===== src/rtl/wcs_loader.sv =====
// rtl/wcs_loader.sv - byte-stream loader for a writable control store (async SRAM)
module wcs_loader #(
    parameter int WIDTH  = 16,
    parameter int HEIGHT = 10,
    parameter int VERIFY = 1
) (
    input  logic              clk,
    input  logic              rst_,
    input  logic              start,
    input  logic [HEIGHT-1:0] base,
    input  logic [HEIGHT:0]   count,
    input  logic [7:0]        in_data,
    input  logic              in_valid,
    output logic              in_ready,
    output logic [HEIGHT-1:0] a,
    output logic [WIDTH-1:0]  d,
    output logic              d_oe,
    input  logic [WIDTH-1:0]  q,
    output logic              cs_,
    output logic              we_,
    output logic              busy,
    output logic              done,
    output logic              err,
    output logic [HEIGHT-1:0] err_addr
);

    localparam int NB = WIDTH / 8;
    localparam int BW = (NB > 1) ? $clog2(NB) : 1;

    typedef enum logic [3:0] {
        S_IDLE, S_COLLECT, S_SETUP, S_WRITE, S_HOLD,
        S_READ, S_CHECK, S_NEXT, S_DONE, S_ERR
    } state_t;

    state_t state, state_nx;

    logic [BW-1:0]     byte_cnt;
    logic [HEIGHT-1:0] addr;
    logic [HEIGHT:0]   remain;
    logic              xfer;
    logic              last_byte;
    logic              mismatch;
    logic              cs_nx, we_nx, d_oe_nx, in_ready_nx, busy_nx, done_nx;

    assign xfer      = (state == S_COLLECT) && in_valid && in_ready;
    assign last_byte = (byte_cnt == BW'(NB - 1));
    assign mismatch  = (q != d);

    always_ff @(posedge clk or negedge rst_) begin
        if (!rst_) begin
            state <= S_IDLE;
        end else begin
            state <= state_nx;
        end
    end

    // RAM strobes are decoded from the next state and registered, so each
    // strobe is a clean flop output that matches the state it belongs to.
    always_comb begin
        state_nx = state;
        case (state)
            S_IDLE:    if (start) state_nx = (count == '0) ? S_DONE : S_COLLECT;
            S_COLLECT: if (xfer && last_byte) state_nx = S_SETUP;
            S_SETUP:   state_nx = S_WRITE;
            S_WRITE:   state_nx = S_HOLD;
            S_HOLD:    state_nx = (VERIFY != 0) ? S_READ : S_NEXT;
            S_READ:    state_nx = S_CHECK;
            S_CHECK:   state_nx = mismatch ? S_ERR : S_NEXT;
            S_NEXT:    state_nx = (remain == (HEIGHT+1)'(1)) ? S_DONE : S_COLLECT;
            S_DONE:    state_nx = S_IDLE;
            S_ERR:     state_nx = S_IDLE;
            default:   state_nx = S_IDLE;
        endcase

        cs_nx       = !(state_nx inside {S_SETUP, S_WRITE, S_HOLD, S_READ, S_CHECK});
        we_nx       = (state_nx != S_WRITE);
        d_oe_nx     = (state_nx inside {S_SETUP, S_WRITE, S_HOLD});
        in_ready_nx = (state_nx == S_COLLECT);
        busy_nx     = (state_nx inside {S_COLLECT, S_SETUP, S_WRITE, S_HOLD,
                                        S_READ, S_CHECK, S_NEXT});
        done_nx     = (state_nx == S_DONE);
    end

    always_ff @(posedge clk or negedge rst_) begin
        if (!rst_) begin
            cs_      <= 1'b1;
            we_      <= 1'b1;
            d_oe     <= 1'b0;
            in_ready <= 1'b0;
            busy     <= 1'b0;
            done     <= 1'b0;
        end else begin
            cs_      <= cs_nx;
            we_      <= we_nx;
            d_oe     <= d_oe_nx;
            in_ready <= in_ready_nx;
            busy     <= busy_nx;
            done     <= done_nx;
        end
    end

    always_ff @(posedge clk or negedge rst_) begin
        if (!rst_) begin
            a        <= '0;
            d        <= '0;
            err      <= 1'b0;
            err_addr <= '0;
            byte_cnt <= '0;
            addr     <= '0;
            remain   <= '0;
        end else begin
            case (state)
                S_IDLE: begin
                    if (start) begin
                        err      <= 1'b0;
                        byte_cnt <= '0;
                        if (count != '0) begin
                            addr   <= base;
                            remain <= count;
                        end
                    end
                end
                S_COLLECT: begin
                    if (xfer) begin
                        d[int'(byte_cnt)*8 +: 8] <= in_data;
                        byte_cnt <= last_byte ? '0 : byte_cnt + BW'(1);
                        if (last_byte) a <= addr;
                    end
                end
                S_CHECK: begin
                    if (mismatch) begin
                        err      <= 1'b1;
                        err_addr <= a;
                    end
                end
                S_NEXT: begin
                    addr   <= addr + HEIGHT'(1);
                    remain <= remain - (HEIGHT+1)'(1);
                end
                default: ;
            endcase
        end
    end

endmodule


===== config.mk =====
export PLATFORM = sky130hd
export DESIGN_NAME = wcs_loader
export DESIGN_NICKNAME = d
export VERILOG_FILES = /design/src/rtl/wcs_loader.sv
export SDC_FILE = /design/constraint.sdc
export NUM_CORES = 1
export LEC_CHECK = 0
export BUFFER_PORTS_ARGS = -buffer_cell sky130_fd_sc_hd__buf_2
export CELL_PAD_IN_SITES_DETAIL_PLACEMENT = 0
export CELL_PAD_IN_SITES_GLOBAL_PLACEMENT = 1
export CORE_MARGIN = 2
export CORE_UTILIZATION = 42
export DETAILED_ROUTE_END_ITERATION = 16
export MAX_ROUTING_LAYER = met4
export PLACE_DENSITY_LB_ADDON = 0.12
export SLEW_MARGIN = 15
export SYNTH_ARGS = -nofsm -noshare
export SYNTH_HDL_FRONTEND = slang
export SYNTH_SLANG_ARGS = --single-unit

===== constraint.sdc =====
create_clock -name clk -period 4 [get_ports clk]
set_clock_uncertainty 0.15 [all_clocks]
set_input_delay 0.8 -clock clk [delete_from_list [all_inputs] [get_ports clk]]
set_output_delay 0.8 -clock clk [all_outputs]
set_load 0.005 [all_outputs]

==> results.toml, run 1 <==
[outcome]
outcome = "finished clean"

[critical_path]
cp_cell_sequence = "buf_2 > xnor2_1 > nand4_1 > nor4_1 > or4b_1 > mux2_2"
cpMaxStageDelayCell = "or4b_1"
cp_top_family = "simple AND/OR/NAND/NOR gates"
rrSetupSlack_ps = 1470
crit_path_end = "err_addr[2]"
endpoint_kind = "register"
required_ps = 4070
reg2reg_to = "err_addr[2]"
ff2ff_path_depth = 5
crit_start = "q[10]"
crit_cells = 6
rr_startpoint = "d[7]"
crit_buf_inv = 1
path_class = "input port to register"
max_stage_delay_ps = 670
arrival_ps = 2730
worstSetupStartpointType = "input port"
cp_max_fo = 13

[finish]
seqCellArea_mm2 = 0.00173
nets = 443
nFillCells = 731
multi_input_area_mm2 = 0.00149
area_growth_pct = 23.7
drive_gt1_share_pct = 37.6
diodes = 0

[synthesis]
synth.ff_latch_count = 69
yosysMostFrequentCell = "dfrtp_1"
synth-main-ff-cell = "dfrtp_1"
synthDistinctLibCells = 50
syn_inst = 303
synth_edf_count = 0
synth_nets = 355
synth_top_cell_area_share_pct = 50.4
yosys-top-cells-count = "dfrtp_1 (67), mux2_2 (26), nor2_1 (24), xnor2_1 (17)"
async_flop_share_pct = 100
ys_warn_count = 0
syn-cell-area_mm2 = 0.00332
synth_area_per_cell_um2 = 11.0
ys_seq_area_share_pct = 52.0
ys_top_cells_by_area = "dfrtp_1 (50%), mux2_2 (8.8%), xnor2_1 (4.5%), mux2_4 (3.2%), nor2_1 (2.7%)"
synth_top_cell_by_area = "dfrtp_1"

[floorplanning]
die_area_mm2 = 0.00864
rows = 32
die_h_um = 93.0
top_level_ports = 92
die_w_um = 93.0
core_area_mm2 = 0.00769
start_util_pct = 43.2

[global_routing]
globalRouteOverflowTotal = 0
grt_use_met1_pct = 24.9
grtUsageTotal_pct = 20.1
grt_pass1_wl_um = 13100
met3_usage_pct = 4.59
use_met2_pct = 32.3
antenna_found_initial = 0
busiest_layer = "met2"
grt_max_degree = 45
grt_pass1_vias = 2605

[cts]
htreeDepth = 3
holdBufCountCts = 0
clk_path_buf_depth = 2
post_cts_resized = 0
cts_sinks = 69
post-cts-setup-buffers = 0
cts_buffers = 9
clock_latency_ps = 340
clk_pin_slew_ps = 80
cts_tree = "yes"
clockRootBuffer = "clkbuf_8"

[placed_design]
numPortBuffers = 91
gp_congestion = 0.775
place_hpwl_um = 5700

[sta]
period_minus_slack_ps = 2660
whs_ps = 287
timing.fmax_ghz = 0.376
worst_pin_slew_ps = 836
final-setup-viol-count = 0
hold_violations = 0
period_share_pct = 66.5
setup_tns_ps = 0
slew_headroom_pct = 44.2
maxSlewViolCount = 0
rsz0062_at_grt = "no"

[pwr]
vdd_drop_max_uv = 248
swShare_pct = 33.5
seqPwrFrac_pct = 42.8
power.density_mw_per_mm2 = 725
clkPwrFrac_pct = 25.9
combPwrFrac_pct = 31.3
power.static_leakage_nw = 1.95
power.internal_mw = 1.98
switchingPower_mw = 0.998

[flow_run]
maxCapViolCount = 0

[route]
post-route-drc-count = 0
ant_nets = 0
dr.pass1.iters = 6
vias_per_cell = 5.39
drt_iter0_drc = 85
wl_per_cell_um = 15.9
wl_um = 7900
num_vias = 2684

[worst_hold_path]
hold_class = "input port to asynchronous set/reset pin"
cell type report:
cell class	count	area share [%]
clock inverter	6	3.25
inverter	8	0.730
sequential	69	42.0
multi-input combinational	210	36.1
tap	102	3.10
timing repair buffer	93	11.4
clock buffer	10	3.35
power groups by stage:
stage          Sequential [mW]  Combinational, mW  Clock (mW)
2_1_floorplan             1.21              0.663           0
5_1_grt                   1.33               1.06       0.819
6_report                  1.28              0.933       0.773
3_5_place_dp              1.29              0.943           0
4_1_cts                   1.28              0.949       0.784
3_3_place_gp              1.28              0.928           0
logic make-up (layout without fill, tap and decap cells):
kind of cell / count (synthesis) / in the layout / synth area share, %
compound gates: 59 / 59 / 11.6
xor+xnor: 17 / 17 / 4.48
fa+ha+maj: 3 / 3 / 1.13
buf+inv: 24 / 117 / 3.31
flops: 69 / 69 / 52.0
mux: 33 / 33 / 12.0
simple gates: 98 / 98 / 15.5
through the flow:
step / setup slack [ps] / total power, mW / instances / area [µm²] / utilization, %
finish: 1340 / 2.98 / 498 / 4110 / 53.5
global route: 1200 / 3.21 / 498 / 4110 / 53.5
CTS: 1300 / 3.01 / 498 / 4110 / 53.5
detailed placement: 951 / 2.23 / 482 / 3840 / 50.0
global placement: 1040 / 2.21 / 482 / 3840 / 50.0
floorplan: 1590 / 1.88 / 303 / 3320 / -
cells in the final DEF (no fill, tap or decap), types with 6 or more instances in the layout:
cell type,count
nor4_1,6
nor2_1,24
buf_2,91
a21oi_1,16
a211oi_1,6
clkbuf_8,10
a311oi_1,6
xnor2_1,17
mux2_4,7
o21ai_0,13
dfrtp_1,67
nand4_1,8
nand3_1,12
nor3_1,8
nand2_1,16
mux2_2,26
inv_1,8
flip-flops by register name, indices dropped and copies added (netlist names):
signal and flops:
remain 11, err_addr 10, state 4, addr 10, cs_ 1, we_ 1, in_ready 1, done 1
d_oe 1, err 1, a 10, byte_cnt 1, busy 1, d 16
per-layer routing:
layer | up-vias | wire length (µm)
met3 | 14 | 385
met4 | 0 | 178
li1 | 1289 | -
met1 | 1311 | 3430
met5 | - | 0
met2 | 70 | 3910
how the worst min path moves through the flow:
| stage | endpoint | depth (start not counted) | slack [ps] |
|---|---|---|---|
| floorplan | remain[10] | 1 | 310 |
| global placement | remain[10] | 1 | 340 |
| detailed placement | err_addr[7] | 1 | 340 |
| CTS | d_oe | 1 | 300 |
| global route | d_oe | 1 | 330 |
| finish | d_oe | 1 | 290 |
Power figures use the tool's default switching activity.
==> inputs of run 2 (changes only) <==
--- a/config.mk
+++ b/config.mk
@@ -5,11 +5,12 @@
 export SDC_FILE = /design/constraint.sdc
 export NUM_CORES = 1
 export LEC_CHECK = 0
+export ABC_AREA = 1
 export BUFFER_PORTS_ARGS = -buffer_cell sky130_fd_sc_hd__buf_2
 export CELL_PAD_IN_SITES_DETAIL_PLACEMENT = 0
 export CELL_PAD_IN_SITES_GLOBAL_PLACEMENT = 1
 export CORE_MARGIN = 2
-export CORE_UTILIZATION = 42
+export CORE_UTILIZATION = 38
 export DETAILED_ROUTE_END_ITERATION = 16
 export MAX_ROUTING_LAYER = met4
 export PLACE_DENSITY_LB_ADDON = 0.12
==> constraint.sdc (replaced) <==
create_clock -name clk -period 2.5 [get_ports clk]
set_clock_uncertainty 0.15 [all_clocks]
set_input_delay 0.5 -clock clk [delete_from_list [all_inputs] [get_ports clk]]
set_output_delay 0.5 -clock clk [all_outputs]
set_load 0.005 [all_outputs]
==> run 2 against run 1 <==
- global-route usage decreased by 1.4 points
- highest routed layer unchanged
- clock power is 28% higher
- synthesized area up 10%
- utilization shrank 5.8 points
- register-to-register slack worse by 960 ps
- worst hold slack worse by 290 ps
==> results.toml, run 2 <==
[outcome]
outcome = "finished clean"

[finish]
final_cell_mix = "nand2_1 (123), buf_2 (91), inv_1 (67), dfrtp_1 (67), nor2_1 (59)"
regMostFlops = "d"
top_regs = "d: 16 flops, remain: 11 flops"
largest_reg_flops = 16
nFillCells = 1001
final_common_cell = "nand2_1"
diodes = 0
nets = 615
area_growth_pct = 21.0
drive_gt1_share_pct = 23.6

[critical_path]
reg2reg_to = "d[13]"
cpMaxStageDelayCell = "mux2_4"
cp_cell_sequence = "nor2_2 > nand3_1 > nor2_2 > nand2_2 > mux2_4"
required_ps = 2570
worstSetupStartpointType = "register"
cp_max_fo = 30
path_class = "register to register"
rr_startpoint = "state[3]"
endpoint_kind = "register"
ff2ff_path_depth = 5
rrSetupSlack_ps = 510
arrival_ps = 2070
crit_top_cell = "nor2_2"
crit_cells = 5
max_stage_delay_ps = 430
crit_buf_inv = 0
cp_top_family = "simple AND/OR/NAND/NOR gates"

[route]
ant_nets = 0
num_vias = 3243
dr.pass1.iters = 4
drt_iter0_drc = 118
vias_per_cell = 4.65
post-route-drc-count = 0
wl_per_cell_um = 12.7
wl_um = 8830

[floorplanning]
start_util_pct = 39.4
core_area_mm2 = 0.00928
die_h_um = 102
die_area_mm2 = 0.0104
rows = 35
top_level_ports = 92
die_w_um = 102

[synthesis]
synth_edf_count = 0
async_flop_share_pct = 100
synth_top_cell_by_area = "dfrtp_1"
synth_top_cell_area_share_pct = 45.8
syn_inst = 470
ys_warn_count = 0
yosys-top-cells-count = "nand2_1 (123), dfrtp_1 (67), inv_1 (67), nor2_1 (59), o21ai_0 (35)"
synth_nets = 522
yosysMostFrequentCell = "nand2_1"
synth.ff_latch_count = 69
syn-cell-area_mm2 = 0.00366
synthDistinctLibCells = 37
synth-main-ff-cell = "dfrtp_1"
ys_top_cells_by_area = "dfrtp_1 (46%), nand2_1 (13%), inv_1 (6.9%), nor2_1 (6.1%), o21ai_0 (4.8%)"
ys_seq_area_share_pct = 47.3
synth_area_per_cell_um2 = 7.78

[pwr]
clkPwrFrac_pct = 20.5
power.internal_mw = 2.91
vdd_drop_max_uv = 387
combPwrFrac_pct = 38.9
seqPwrFrac_pct = 40.6
switchingPower_mw = 1.90
power.density_mw_per_mm2 = 1090
power_mw = 4.80
swShare_pct = 39.5
power.static_leakage_nw = 2.41

[global_routing]
antenna_found_initial = 0
grt_pass1_vias = 3094
grt_pass1_wl_um = 14800
globalRouteOverflowTotal = 0
met3_usage_pct = 3.01
grtUsageTotal_pct = 18.7
grt_use_met1_pct = 25.1
busiest_layer = "met2"
grt_max_degree = 70
use_met2_pct = 28.9

[cts]
htreeDepth = 3
clk_path_buf_depth = 2
post_cts_resized = 0
post-cts-setup-buffers = 0
clockRootBuffer = "clkbuf_8"
clock_latency_ps = 350
cts_buffers = 9
cts_tree = "yes"
clk_pin_slew_ps = 80
cts_sinks = 69
holdBufCountCts = 0

[flow_run]
maxCapViolCount = 0

[sta]
period_minus_slack_ps = 1990
slew_headroom_pct = 58.8
hold_violations = 0
rsz0062_at_grt = "no"
setup_tns_ps = 0
whs_ps = 0.242
final-setup-viol-count = 0
timing.fmax_ghz = 0.502
maxSlewViolCount = 0
period_share_pct = 79.7
worst_pin_slew_ps = 615

[placed_design]
gp_congestion = 0.864
place_hpwl_um = 6470
numPortBuffers = 91

[worst_hold_path]
hold_class = "input port to asynchronous set/reset pin"
-- run 2: worst max-delay path by stage --
stage	start	endpoint	slack (ps)
finish	state[3]	d[13]	510
global route	state[3]	remain[4]	350
CTS	state[3]	d[13]	490
detailed placement	count[9]	remain[8]	470
global placement	count[9]	remain[8]	500
floorplan	remain[0]	remain[10]	870
-- run 2: logic make-up after synthesis --
kind of cell,count (synthesis),synth area share (%)
flops,69,47.3
simple gates,237,27.9
xor+xnor,4,0.958
compound gates,71,11.3
fa+ha+maj,3,1.03
mux,5,2.05
buf+inv,81,9.54
-- run 2: area by class of cell --
| class | instances | area [µm²] | share of cell area, % |
|---|---|---|---|
| sequential | 69 | 1730 | 39.1 |
| multi-input combinational | 320 | 1580 | 35.7 |
| timing repair buffer | 94 | 490 | 11.1 |
| inverter | 69 | 259 | 5.85 |
| tap | 129 | 161 | 3.65 |
| clock buffer | 11 | 131 | 2.97 |
| clock inverter | 5 | 75.1 | 1.70 |
-- run 2: worst register-to-register path, stage by stage, from the launching register on --
cell	delay [ps]
dfrtp_1	400
nor2_2	160
nand3_1	120
nor2_2	200
nand2_2	400
mux2_4	430
-- run 2: metal layers --
metal  routed length, µm  part of all wire (%)
met1                4330                    49
met2                3990                    45
met3                 389                   4.4
met4                 119                   1.3
met5                   0                     0
-- run 2: per-stage QoR --
stage / instance area (µm²) / util, % / cells / worst slack (ps)
2_1_floorplan: 3660 / - / 470 / 866
3_3_place_gp: 4220 / 45.4 / 681 / 501
3_5_place_dp: 4220 / 45.4 / 681 / 471
4_1_cts: 4430 / 47.7 / 697 / 491
5_1_grt: 4430 / 47.7 / 697 / 351
6_report: 4430 / 47.7 / 697 / 508
-- run 2: power groups by stage --
stage | clock (mW) | combinational [mW] | sequential, mW
6_report | 0.987 | 1.87 | 1.95
5_1_grt | 1.08 | 2.17 | 2.02
4_1_cts | 1.01 | 1.89 | 1.95
3_5_place_dp | 0 | 1.88 | 1.97
3_3_place_gp | 0 | 1.86 | 1.96
2_1_floorplan | 0 | 1.27 | 1.93
